$ cat src/rtl/spi_flash_arbiter.sv
// Two-port SPI flash read arbiter: round-robin grant, 0x03 read, mode-0 SCLK.
// Define SPI_FLASH_ARBITER_FAST_READ_EN for 0x0B fast read with 8 dummy bits.
module spi_flash_arbiter #(
    parameter int CLK_DIV = 2
) (
    input  logic        clk,
    input  logic        reset,
    input  logic        req0,
    input  logic        req1,
    input  logic [23:0] addr0,
    input  logic [23:0] addr1,
    output logic        ack0,
    output logic        ack1,
    output logic [31:0] rdata,
    output logic        busy,
    output logic        chip_select,
    output logic        data_clk,
    output logic        spi_si,
    input  logic        spi_so
);

`ifdef SPI_FLASH_ARBITER_FAST_READ_EN
    localparam logic [7:0] RD_CMD = 8'h0B;
    localparam int         NBITS  = 72;
    typedef enum logic [2:0] {
        IDLE, CMD, ADDR, DUMMY, DATA, DESEL
    } state_t;
`else
    localparam logic [7:0] RD_CMD = 8'h03;
    localparam int         NBITS  = 64;
    typedef enum logic [2:0] {
        IDLE, CMD, ADDR, DATA, DESEL
    } state_t;
`endif

    localparam logic [8:0] RISE_M1 = 9'(CLK_DIV - 1);
    localparam logic [8:0] SAMPLE  = 9'(CLK_DIV);
    localparam logic [8:0] LASTC   = 9'(2 * CLK_DIV - 1);
    localparam logic [6:0] LASTB   = 7'(NBITS - 1);

    state_t      state_q;
    logic [8:0]  cnt_q;
    logic [6:0]  bit_q;
    logic [30:0] tx_q;
    logic [31:0] rx_q;
    logic [31:0] rdata_q;
    logic [1:0]  desel_q;
    logic        sel_q;
    logic        last_q;
    logic        cs_q;
    logic        sclk_q;
    logic        si_q;
    logic        ack0_q;
    logic        ack1_q;

    logic        grant1;
    logic        bit_end;
    logic [6:0]  nbit;
    logic [31:0] rx_d;

    // last_q set means req1 was served last, so a tie goes to req0
    assign grant1  = req1 && (!req0 || !last_q);
    assign bit_end = (cnt_q == LASTC);
    assign nbit    = bit_q + 7'd1;
    assign rx_d    = (state_q == DATA && cnt_q == SAMPLE)
                   ? {rx_q[30:0], spi_so} : rx_q;

    always_ff @(posedge clk) begin
        if (reset) begin
            state_q <= IDLE;
            cnt_q   <= '0;
            bit_q   <= '0;
            tx_q    <= '0;
            rx_q    <= '0;
            rdata_q <= '0;
            desel_q <= '0;
            sel_q   <= 1'b0;
            last_q  <= 1'b1;
            cs_q    <= 1'b1;
            sclk_q  <= 1'b0;
            si_q    <= 1'b0;
            ack0_q  <= 1'b0;
            ack1_q  <= 1'b0;
        end else begin
            ack0_q <= 1'b0;
            ack1_q <= 1'b0;
            rx_q   <= rx_d;
            unique case (state_q)
                IDLE: begin
                    if (req0 || req1) begin
                        sel_q   <= grant1;
                        last_q  <= grant1;
                        tx_q    <= {RD_CMD[6:0], grant1 ? addr1 : addr0};
                        si_q    <= RD_CMD[7];
                        cs_q    <= 1'b0;
                        cnt_q   <= '0;
                        bit_q   <= '0;
                        state_q <= CMD;
                    end
                end
                DESEL: begin
                    if (desel_q == 2'd2) begin
                        state_q <= IDLE;
                    end else begin
                        desel_q <= desel_q + 2'd1;
                    end
                end
                default: begin
                    if (cnt_q == RISE_M1) begin
                        sclk_q <= 1'b1;
                    end
                    if (bit_end) begin
                        cnt_q  <= '0;
                        sclk_q <= 1'b0;
                        bit_q  <= nbit;
                        tx_q   <= {tx_q[29:0], 1'b0};
                        si_q   <= (nbit < 7'd32) ? tx_q[30] : 1'b0;
                        if (bit_q == LASTB) begin
                            state_q <= DESEL;
                            desel_q <= '0;
                            cs_q    <= 1'b1;
                            si_q    <= 1'b0;
                            ack0_q  <= !sel_q;
                            ack1_q  <= sel_q;
                            rdata_q <= {rx_d[7:0], rx_d[15:8],
                                        rx_d[23:16], rx_d[31:24]};
                        end else if (bit_q == 7'd7) begin
                            state_q <= ADDR;
`ifdef SPI_FLASH_ARBITER_FAST_READ_EN
                        end else if (bit_q == 7'd31) begin
                            state_q <= DUMMY;
                        end else if (bit_q == 7'd39) begin
                            state_q <= DATA;
`else
                        end else if (bit_q == 7'd31) begin
                            state_q <= DATA;
`endif
                        end
                    end else begin
                        cnt_q <= cnt_q + 9'd1;
                    end
                end
            endcase
        end
    end

    assign ack0        = ack0_q;
    assign ack1        = ack1_q;
    assign rdata       = rdata_q;
    assign busy        = (state_q != IDLE);
    assign chip_select = cs_q;
    assign data_clk    = sclk_q;
    assign spi_si      = si_q;

endmodule
$ cat config.mk
export PLATFORM = sky130hd
export DESIGN_NAME = spi_flash_arbiter
export DESIGN_NICKNAME = d
export VERILOG_FILES = /design/src/rtl/spi_flash_arbiter.sv
export SDC_FILE = /design/constraint.sdc
export NUM_CORES = 1
export LEC_CHECK = 0
export ABC_CLOCK_PERIOD_IN_PS = 2000
export BUFFER_PORTS_ARGS = -buffer_cell sky130_fd_sc_hd__buf_4
export CORE_MARGIN = 4
export CORE_UTILIZATION = 45
export CTS_CLUSTER_DIAMETER = 40
export DETAILED_ROUTE_END_ITERATION = 16
export GPL_TIMING_DRIVEN = 0
export PLACE_DENSITY = 0.71
export SLEW_MARGIN = 20
export SYNTH_ARGS = -nofsm -noshare
export SYNTH_HDL_FRONTEND = slang
export SYNTH_SLANG_ARGS = --single-unit
$ cat constraint.sdc
create_clock -name clk -period 2 [get_ports clk]
set_input_delay 0.1 -clock clk [delete_from_list [all_inputs] [get_ports clk]]
set_output_delay 0.1 -clock clk [all_outputs]
set_load 0.02 [all_outputs]
# Word level (Yosys, flattened, before mapping)
# Cells that the tools add are included.
# classes
n_eq_ne	12
magnitude_cmp	1
muxes	32
n_reduce_logical	26
n_addsub	3
bitwise	5
# op_table
op	count
two-way mux 31 bit	2
case mux 31 bit (2 select lines)	1
two-way mux 32 bit	1
two-way mux 24 bit	1
equality test 9 x 2 -> 1 bit (second input constant)	2
two-way mux 3 bit	6
two-way mux 9 bit	2
case mux 9 bit (2 select lines)	1
two-way mux 7 bit	2
case mux 7 bit (2 select lines)	1
AND reduction 4 bit	3
nonzero test 2 bit	5
adder 9 x 1 -> 9 bit (second input constant)	1
equality test 9 x 1 -> 1 bit (second input constant)	1
two-way mux 1 bit	8
adder 7 x 1 -> 7 bit (second input constant)	1
equality test 7 x 3 -> 1 bit (second input constant)	1
equality test 7 x 5 -> 1 bit (second input constant)	1
equality test 7 x 6 -> 1 bit (second input constant)	1
less-than comparator 7 x 6 -> 1 bit (second input constant)	1
two-way mux 2 bit	3
inequality test 2 bit (second input constant)	3
case mux 3 bit (2 select lines)	1
AND reduction 2 bit	3
16 further kinds	27
# totals
out_inout_bits	38
wordCells	93
reg_bits	123
in_bits	53

# Logic depth before layout (Yosys ltp)
# Gate-level depths: netlist (run 1).
# depth
word_depth	6
ltp_mapped	7
mapped_depth_nobuf	6

# Worst setup path after synthesis (run 1)
# Ideal clock, no wire load.
# synth_path
path_type	register -> register
start	register bit_q[0]
end	register rdata_q[0], in the netlist rdata[0]
path_stages_with_launch	7
arrival_ns	1.605
setup_slack_ns	0.253
path_buffers	1
setup_time_ns	0.142
required_time_ns	1.858
period_less_slack_ns	1.747
cell_sequence	dfxtp_1 -> ha_1 -> nand3_1 -> or3_1 -> nor2_2 -> buf_2 -> a211oi_2
# synth_via
elab_chain_cells	2
# synth_lines
element	line	text
from (decl)	43	logic [6:0] bit_q;
from (signal assigned)	115	bit_q <= nbit;
equality test 7 x 6 -> 1 bit	118	if (bit_q == LASTB) begin
AND reduction 3 bit (no line)	--	
to (signal assigned)	125	rdata_q <= {rx_d[7:0], rx_d[15:8],
to (decl)	46	logic [31:0] rdata_q;
# No other way between the ends.
# A chain may end at the register's enable or synchronous reset.

# Worst setup path after layout (run 1)
# layout_path
start	register state_q[0]
end	register cnt_q[2]
# layout_via
elab_chain_cells	3
elab_cells_between_ends	6
classes_between	2 x eq/ne; 1 x mux; 1 x bitwise; 2 x reduce/logical
# layout_lines
element	line	text
from (decl)	41	state_t state_q;
from (signal assigned)	70	state_q <= IDLE;
from (signal assigned)	98	state_q <= CMD;
from (signal assigned)	103	state_q <= IDLE;
zero test 3 bit or equality test 3 bit (tied branches)	88	unique case (state_q)
inequality test 2 bit (no line) or inverter 1 bit (tied branches)	--	
AND reduction 2 bit (no line)	--	
to (signal assigned)	140	cnt_q <= cnt_q + 9'd1;
to (decl)	42	logic [8:0] cnt_q;
# Several ways; a longest one is shown, not always the timed one.

==> metrics.md, run 1 <==
| Metric | Value |
|---|---|
| Status | finished, final reports clean |
| Final slew viol count | 0 |
| CP arrival | 2190 ps |
| Vias in the first global route | 4,769 |
| Max IR drop VDD | 0.801 mV |
| Most frequent cell after synthesis | dfxtp_1 |
| Htree depth | 4 |
| Relative slew slack | 0.554 |
| Vias per std cell | 5.75 |
| EDFF count, synth | 0 |
| Area occupied by registers | 2460 µm² |
| Post-detailed-route DRC marker count | 0 |
| Routability cong. | 0.817 |
| CTS Buf Count | 17 |
| Syn Inst Count | 589 |
| CTS tree | built |
| Initial Util | 0.458 |
| Synth top area share | 0.450 |
| Setup TNS | 0 ps |
| Non-Filler Instances | 867 |
| Min-Delay Path Class | input port to flip-flop |
| Initial antenna violation count | 0 |
| Worst-Skew Late Latency | 410 ps |
| Ant. Diodes | 0 |
| Die width | 118 µm |
| Adder-Cell Fraction of Synth Area | 0.0114 |
| Hpwl dp | 10,000 µm |
| WL/cell | 16.6 µm |
| Cells taking the most area after synthesis | dfxtp_1 45%, mux2i_1 10%, a21oi_1 6.7%, nor2_1 4.6%, a221o_1 4.2% |
| Syn nets | 647 |
| Leading area contributor after synthesis | dfxtp_1 |
| Crit Path Max Fanout | 10 |
| Synth Flop Type | dfxtp_1 |
| Yosys warning count | 0 |
| Clk_skew | 7.96 ps |
| Gr usage total | 0.203 |
| Layout cell share with drive strength beyond 1 | 0.275 |
| Multi-input logic area | 2780 µm² |
| Post-Syn Area | 5480 µm² |
| Worst Setup SP | state_q[0]$_SDFFE_PP0P_ |
| Pin count of the biggest net entering global routing | 17 |
| Syn_area_per_cell | 9.30 µm² |
| MaxCap Viol Count | 0 |
| Largest family of logic cells by synthesized area | compound AO/OA/AOI/OAI gates |
| # fillers | 1,010 |
| Worst setup SP type | flip-flop |
| WHS | 40.8 ps |
| Post-DP Area | 6330 µm² |
| Count of cell types in the netlist | 53 |
| Placed Instances | 825 |
| Asr flop ratio synth | 0 |
| Design Area, Final | 7180 µm² |
| Critical path required time | 2270 ps |
| Fmax | 520 MHz |
| Post-route minimum period | 1920 ps |
| CTS Buffer Depth | 2 |
| Pwr Density | 909 nW/µm² |
| Die H | 118 µm |
| Detailed Route Iter0 Violations | 404 |
| Mux contribution to synthesized area | 0.104 |
| #FFs+latches synth | 123 |
| WS Path Type | flip-flop to flip-flop |
| Compound-gate portion of the synthesized area | 0.225 |
| PortBufs | 89 |
| Slew at the pin closest to its max-slew limit | 661 ps |
| Pleak | 3.02 nW |
| Congestion Overflow GR | 0 |
| Final WL | 14,400 µm |
| Final net count | 765 |
| TritonRoute pass-1 iters | 7 |
| Total core area | 12,000 µm² |
| First-pass GRT wire length | 23,400 µm |
| Part of the cycle the worst path needs | 0.962 |
| Final Hold Vio Count | 0 |
| Commonest cells post-synth | 123 x dfxtp_1, 73 x a21oi_1, 67 x nor2_1, 56 x mux2i_1, 43 x nand3_1 |
| RSZ-0062 raised after global routing | yes |
| Area grow syn2layout | 31.1% |
| Sequential share of the synthesized area | 0.450 |
| Site Rows | 40 |
| Clock root buffer | clkbuf_16 |
| Crit Reg-Reg Startpoint | state_q[0]$_SDFFE_PP0P_ |
| Die Area | 14,000 µm² |
| Post-Synth Simple-Gate Area | 0.153 |
| Final setup violation count | 0 |
| Clock Pin Slew Worst Setup and Hold Paths | 60 ps |
| Crit path capture type | flip-flop |
| Post-Synth XOR/XNOR Area | 0 |
| Hold path startpoint | req0 |
| I/O pin count | 91 |
| Clk sinks | 123 |
| Remaining antenna violation count after routing | 0 |
| DR vias | 4,981 |
[power by group]
group	switching, W	internal (W)	total [W]
combinational	0.000334	0.000267	0.000601
sequential	0.0000475	0.00253	0.00257
clock	0.00114	0.00221	0.00335
total	0.00152	0.00500	0.00653
[through the flow]
| stage | util | setup WS (ps) | power (W) |
|---|---|---|---|
| after floorplan | - | 253 | 0.00300 |
| after global placement | 0.529 | -186 | 0.00319 |
| after detailed placement | 0.529 | -296 | 0.00320 |
| after CTS | 0.590 | 10.8 | 0.00655 |
| after global routing | 0.600 | -36.2 | 0.00674 |
| final | 0.600 | 75.9 | 0.00653 |
[path summary, 6_finish.rpt]
kind	end	slack [ps]	cells past startpoint
worst min register to register	tx_q[29]$_SDFFE_PP0P_	450	2
worst max-delay path	cnt_q[2]$_SDFFE_PP0P_	80	6
worst max register to register	cnt_q[2]$_SDFFE_PP0P_	80	6
worst min-delay path	last_q$_SDFFE_PP1P_	40	3
[logic make-up (layout without fill, tap and decap cells)]
| group | count (synthesis) | count (layout) |
|---|---|---|
| AO/OA/AOI/OAI | 172 | 172 |
| AND/OR/NAND/NOR | 169 | 169 |
| multiplexers | 57 | 57 |
| buffers and inverters | 63 | 194 |
| flip-flops | 123 | 123 |
| adder cells (fa/ha/maj) | 5 | 5 |
[layer usage]
| metal | track usage | vias up | wire length [µm] |
|---|---|---|---|
| met4 | 0.0872 | 0 | 268 |
| met2 | 0.316 | 134 | 6830 |
| met5 | 0 | - | 0 |
| li1 | - | 2407 | - |
| met1 | 0.268 | 2418 | 6630 |
| met3 | 0.0488 | 22 | 704 |
[state kept, by name, summed over array words and instances (netlist names), 2 cells and up]
register,flops
rx_q,32
desel_q,2
state_q,3
rdata,32
cnt_q,9
tx_q,31
bit_q,7
[critical path, cell delays in order, from the launching register on]
cell and delay, ps:
dfxtp_1 390, nor3_4 390, buf_4 180, clkbuf_1 440, nor2_1 90, o21ai_0 200
a21oi_1 90
[cells in the final DEF (no fill, tap or decap), types with 2 or more instances in the layout]
cell type / Yosys / routed
dfxtp_1: 123 / 123
buf_4: 2 / 99
a21oi_1: 73 / 73
nor2_1: 67 / 66
mux2i_1: 56 / 53
nand3_1: 43 / 42
a221o_1: 23 / 23
clkbuf_1: 25 / 19
nand2_1: 19 / 18
clkbuf_16: 0 / 17
a211oi_2: 13 / 16
a211oi_1: 19 / 16
buf_2: 17 / 12
o21ai_0: 12 / 12
inv_1: 10 / 10
nor3_1: 10 / 9
buf_6: 6 / 8
and3_1: 8 / 8
clkbuf_2: 1 / 5
clkbuf_4: 0 / 5
a311oi_1: 5 / 5
o2111ai_1: 5 / 5
bufinv_16: 0 / 5
clkinv_4: 0 / 5
a31oi_1: 4 / 4
ha_1: 5 / 4
nor3_4: 1 / 3
mux2i_2: 0 / 3
a2111o_1: 3 / 3
nand2b_1: 3 / 3
a41oi_1: 3 / 3
clkinv_2: 0 / 3
or2_2: 2 / 2
and4_1: 2 / 2
o21a_1: 2 / 2
a22oi_1: 2 / 2
nor2b_1: 2 / 2
clkinvlp_4: 0 / 2
dlygate4sd3_1: 0 / 2
[layout make-up]
type                       count  area share
tap                          147      0.0256
clock buffer                  17      0.0592
multi-input combinational    403       0.387
buffer                        52      0.0425
sequential                   123       0.343
inverter                      10     0.00523
clock inverter                15      0.0312
timing repair buffer         100       0.107
[repair_timing]
action	in CTS	in global routing
pin swaps	1	4
resized for setup	9	29
setup buffers	3	5
cloned	0	1
setup endpoints to repair	55	78
endpoints found under the hold margin	2	0
hold buffers	2	0
(Power assumes the default switching activity.)
==> inputs of run 2 (changes only) <==
--- a/config.mk
+++ b/config.mk
@@ -12,7 +12,7 @@
 export CTS_CLUSTER_DIAMETER = 40
 export DETAILED_ROUTE_END_ITERATION = 16
 export GPL_TIMING_DRIVEN = 0
-export PLACE_DENSITY = 0.71
+export PLACE_DENSITY_LB_ADDON = 0.15
 export SLEW_MARGIN = 20
 export SYNTH_ARGS = -nofsm -noshare
 export SYNTH_HDL_FRONTEND = slang
==> run 2 against run 1 <==
  * Via count down 0.70%
  * Worst setup slack better by 8.0 ps
  * Critical path depth unchanged
  * Flip-flop and latch count unchanged
  * Sequential power about the same
  * Maximum frequency up 0.42%
  * Final cell count down 0.58%
  * Non-clock buffer count down 5
  * Critical endpoint is now rdata[23]$_SDFFE_PP0P_
  * Die area unchanged
  * Register-to-register slack about the same
==> metrics.md, run 2 (synthesis gave the netlist of run 1 again) <==
| Metric | Value |
|---|---|
| Clock root buffer | clkbuf_16 |
| Utilization after layout | 0.587 |
| Worst-Skew Late Latency | 410 ps |
| Post-DP Area | 6330 µm² |
| Relative slew slack | 0.537 |
| Ant. Diodes | 0 |
| Max IR drop VDD | 0.658 mV |
| Final total power | 0.00604 W |
| Part of the cycle the worst path needs | 0.958 |
| Final Hold Vio Count | 0 |
| Worst Hold Path Cells | 3 |
| Final net count | 760 |
| I/O pin count | 91 |
| Worst reg-to-reg setup slack | 80 ps |
| Pwr Density | 861 nW/µm² |
| Crit path capture type | flip-flop |
| Final WL | 14,200 µm |
| Crit Path Max Fanout | 10 |
| First-pass GRT wire length | 23,500 µm |
| DR vias | 4,946 |
| Pin count of the biggest net entering global routing | 17 |
| Setup TNS | 0 ps |
| Detailed Route Iter0 Violations | 341 |
| Site Rows | 40 |
| PortBufs | 89 |
| Critical R2R Capture | rdata[23]$_SDFFE_PP0P_ |
| Pleak | 2.96 nW |
| CTS Buffer Depth | 2 |
| WL/cell | 16.5 µm |
| Worst setup SP type | flip-flop |
| Commonest non-fill, non-tap cell in the layout | dfxtp_1 |
| Clk_skew | 8.47 ps |
| Post-route minimum period | 1920 ps |
| Slew at the pin closest to its max-slew limit | 687 ps |
| Layout cell share with drive strength beyond 1 | 0.269 |
| WS Path Type | flip-flop to flip-flop |
| Total core area | 12,000 µm² |
| MaxCap Viol Count | 0 |
| Routability cong. | 0.864 |
| Clock Pin Slew Worst Setup and Hold Paths | 60 ps |
| Hold path startpoint | req0 |
| Design Area, Final | 7020 µm² |
| Die H | 118 µm |
| Area grow syn2layout | 28.2% |
| Final slew viol count | 0 |
| Htree depth | 4 |
| Critical path required time | 2270 ps |
| Die Area | 14,000 µm² |
| Initial antenna violation count | 0 |
| Gr usage total | 0.204 |
| Status | finished, final reports clean |
| Die width | 118 µm |
| Vias in the first global route | 4,771 |
| Remaining antenna violation count after routing | 0 |
| Most frequent cells in the layout | 122 x dfxtp_1, 98 x buf_4, 73 x a21oi_1 |
| Fmax | 522 MHz |
| CTS Buf Count | 17 |
| Vias per std cell | 5.74 |
| CP arrival | 2180 ps |
| RSZ-0062 raised after global routing | yes |
| Reg2reg path depth | 6 |
| Initial Util | 0.458 |
| Min-Delay Path Class | input port to flip-flop |
| Final setup violation count | 0 |
| Crit Reg-Reg Startpoint | bit_q[0]$_SDFFE_PP0P_ |
| CTS tree | built |
| Post-detailed-route DRC marker count | 0 |
| Worst Setup SP | bit_q[0]$_SDFFE_PP0P_ |
| Hold path endpoint | last_q$_SDFFE_PP1P_ |
| Hpwl dp | 10,000 µm |
| Congestion Overflow GR | 0 |
| TritonRoute pass-1 iters | 5 |
| Clk sinks | 123 |
run 2: final cells by class:
class | instances | area [µm²]
Buffer | 52 | 304
Clock buffer | 19 | 443
Clock inverter | 13 | 121
Fill cell | 1071 | 4940
Inverter | 10 | 37.5
Multi-Input combinational cell | 403 | 2750
Sequential cell | 123 | 2460
Tap cell | 147 | 184
Timing Repair Buffer | 95 | 718
run 2: where the power goes:
part,switching [W],total (W),internal (W)
combinational,0.000332,0.000597,0.000265
sequential,0.0000453,0.00257,0.00253
clock,0.00113,0.00287,0.00175
total,0.00150,0.00604,0.00454
run 2: repair_timing:
action / in CTS / in global routing
hold buffers: 2 / 0
resized for setup: 10 / 27
pin swaps: 2 / 3
endpoints found under the setup margin: 38 / 69
hold endpoints to repair: 2 / 0
buffers inserted: 2 / 2
run 2: critical path: stages, from the launching register on:
cell and delay, ps:
dfxtp_1 420, ha_2 260, nand3_2 150, or3_4 420, nor2_4 200, buf_4 230
a211oi_1 90
run 2: layer usage:
layer	share of wire	wire, µm	global-route usage	vias to the layer above
met4	0.0097	138	0.0557	0
met2	0.49	7050	0.350	159
met5	0	0	0	-
li1	-	-	-	2408
met3	0.065	923	0.0598	12
met1	0.43	6130	0.249	2367
run 2: worst max path at each step:
stage	slack [ps]	end
4_1_cts	10	tx_q[20]$_SDFFE_PP0P_
3_5_place_dp	-470	ack0$_SDFF_PP0_
3_3_place_gp	-480	ack0$_SDFF_PP0_
2_1_floorplan	250	rdata[0]$_SDFFE_PP0P_
5_1_grt	-6	rdata[23]$_SDFFE_PP0P_
6_report	80	rdata[23]$_SDFFE_PP0P_
run 2: through the flow:
stage,cells,setup slack (ps),hold WS [ps]
global placement,825,-477,399
detailed placement,825,-467,405
finish,862,83.9,33.6
global route,862,-5.73,84.8
CTS,860,11.4,24.6
floorplan,589,253,281
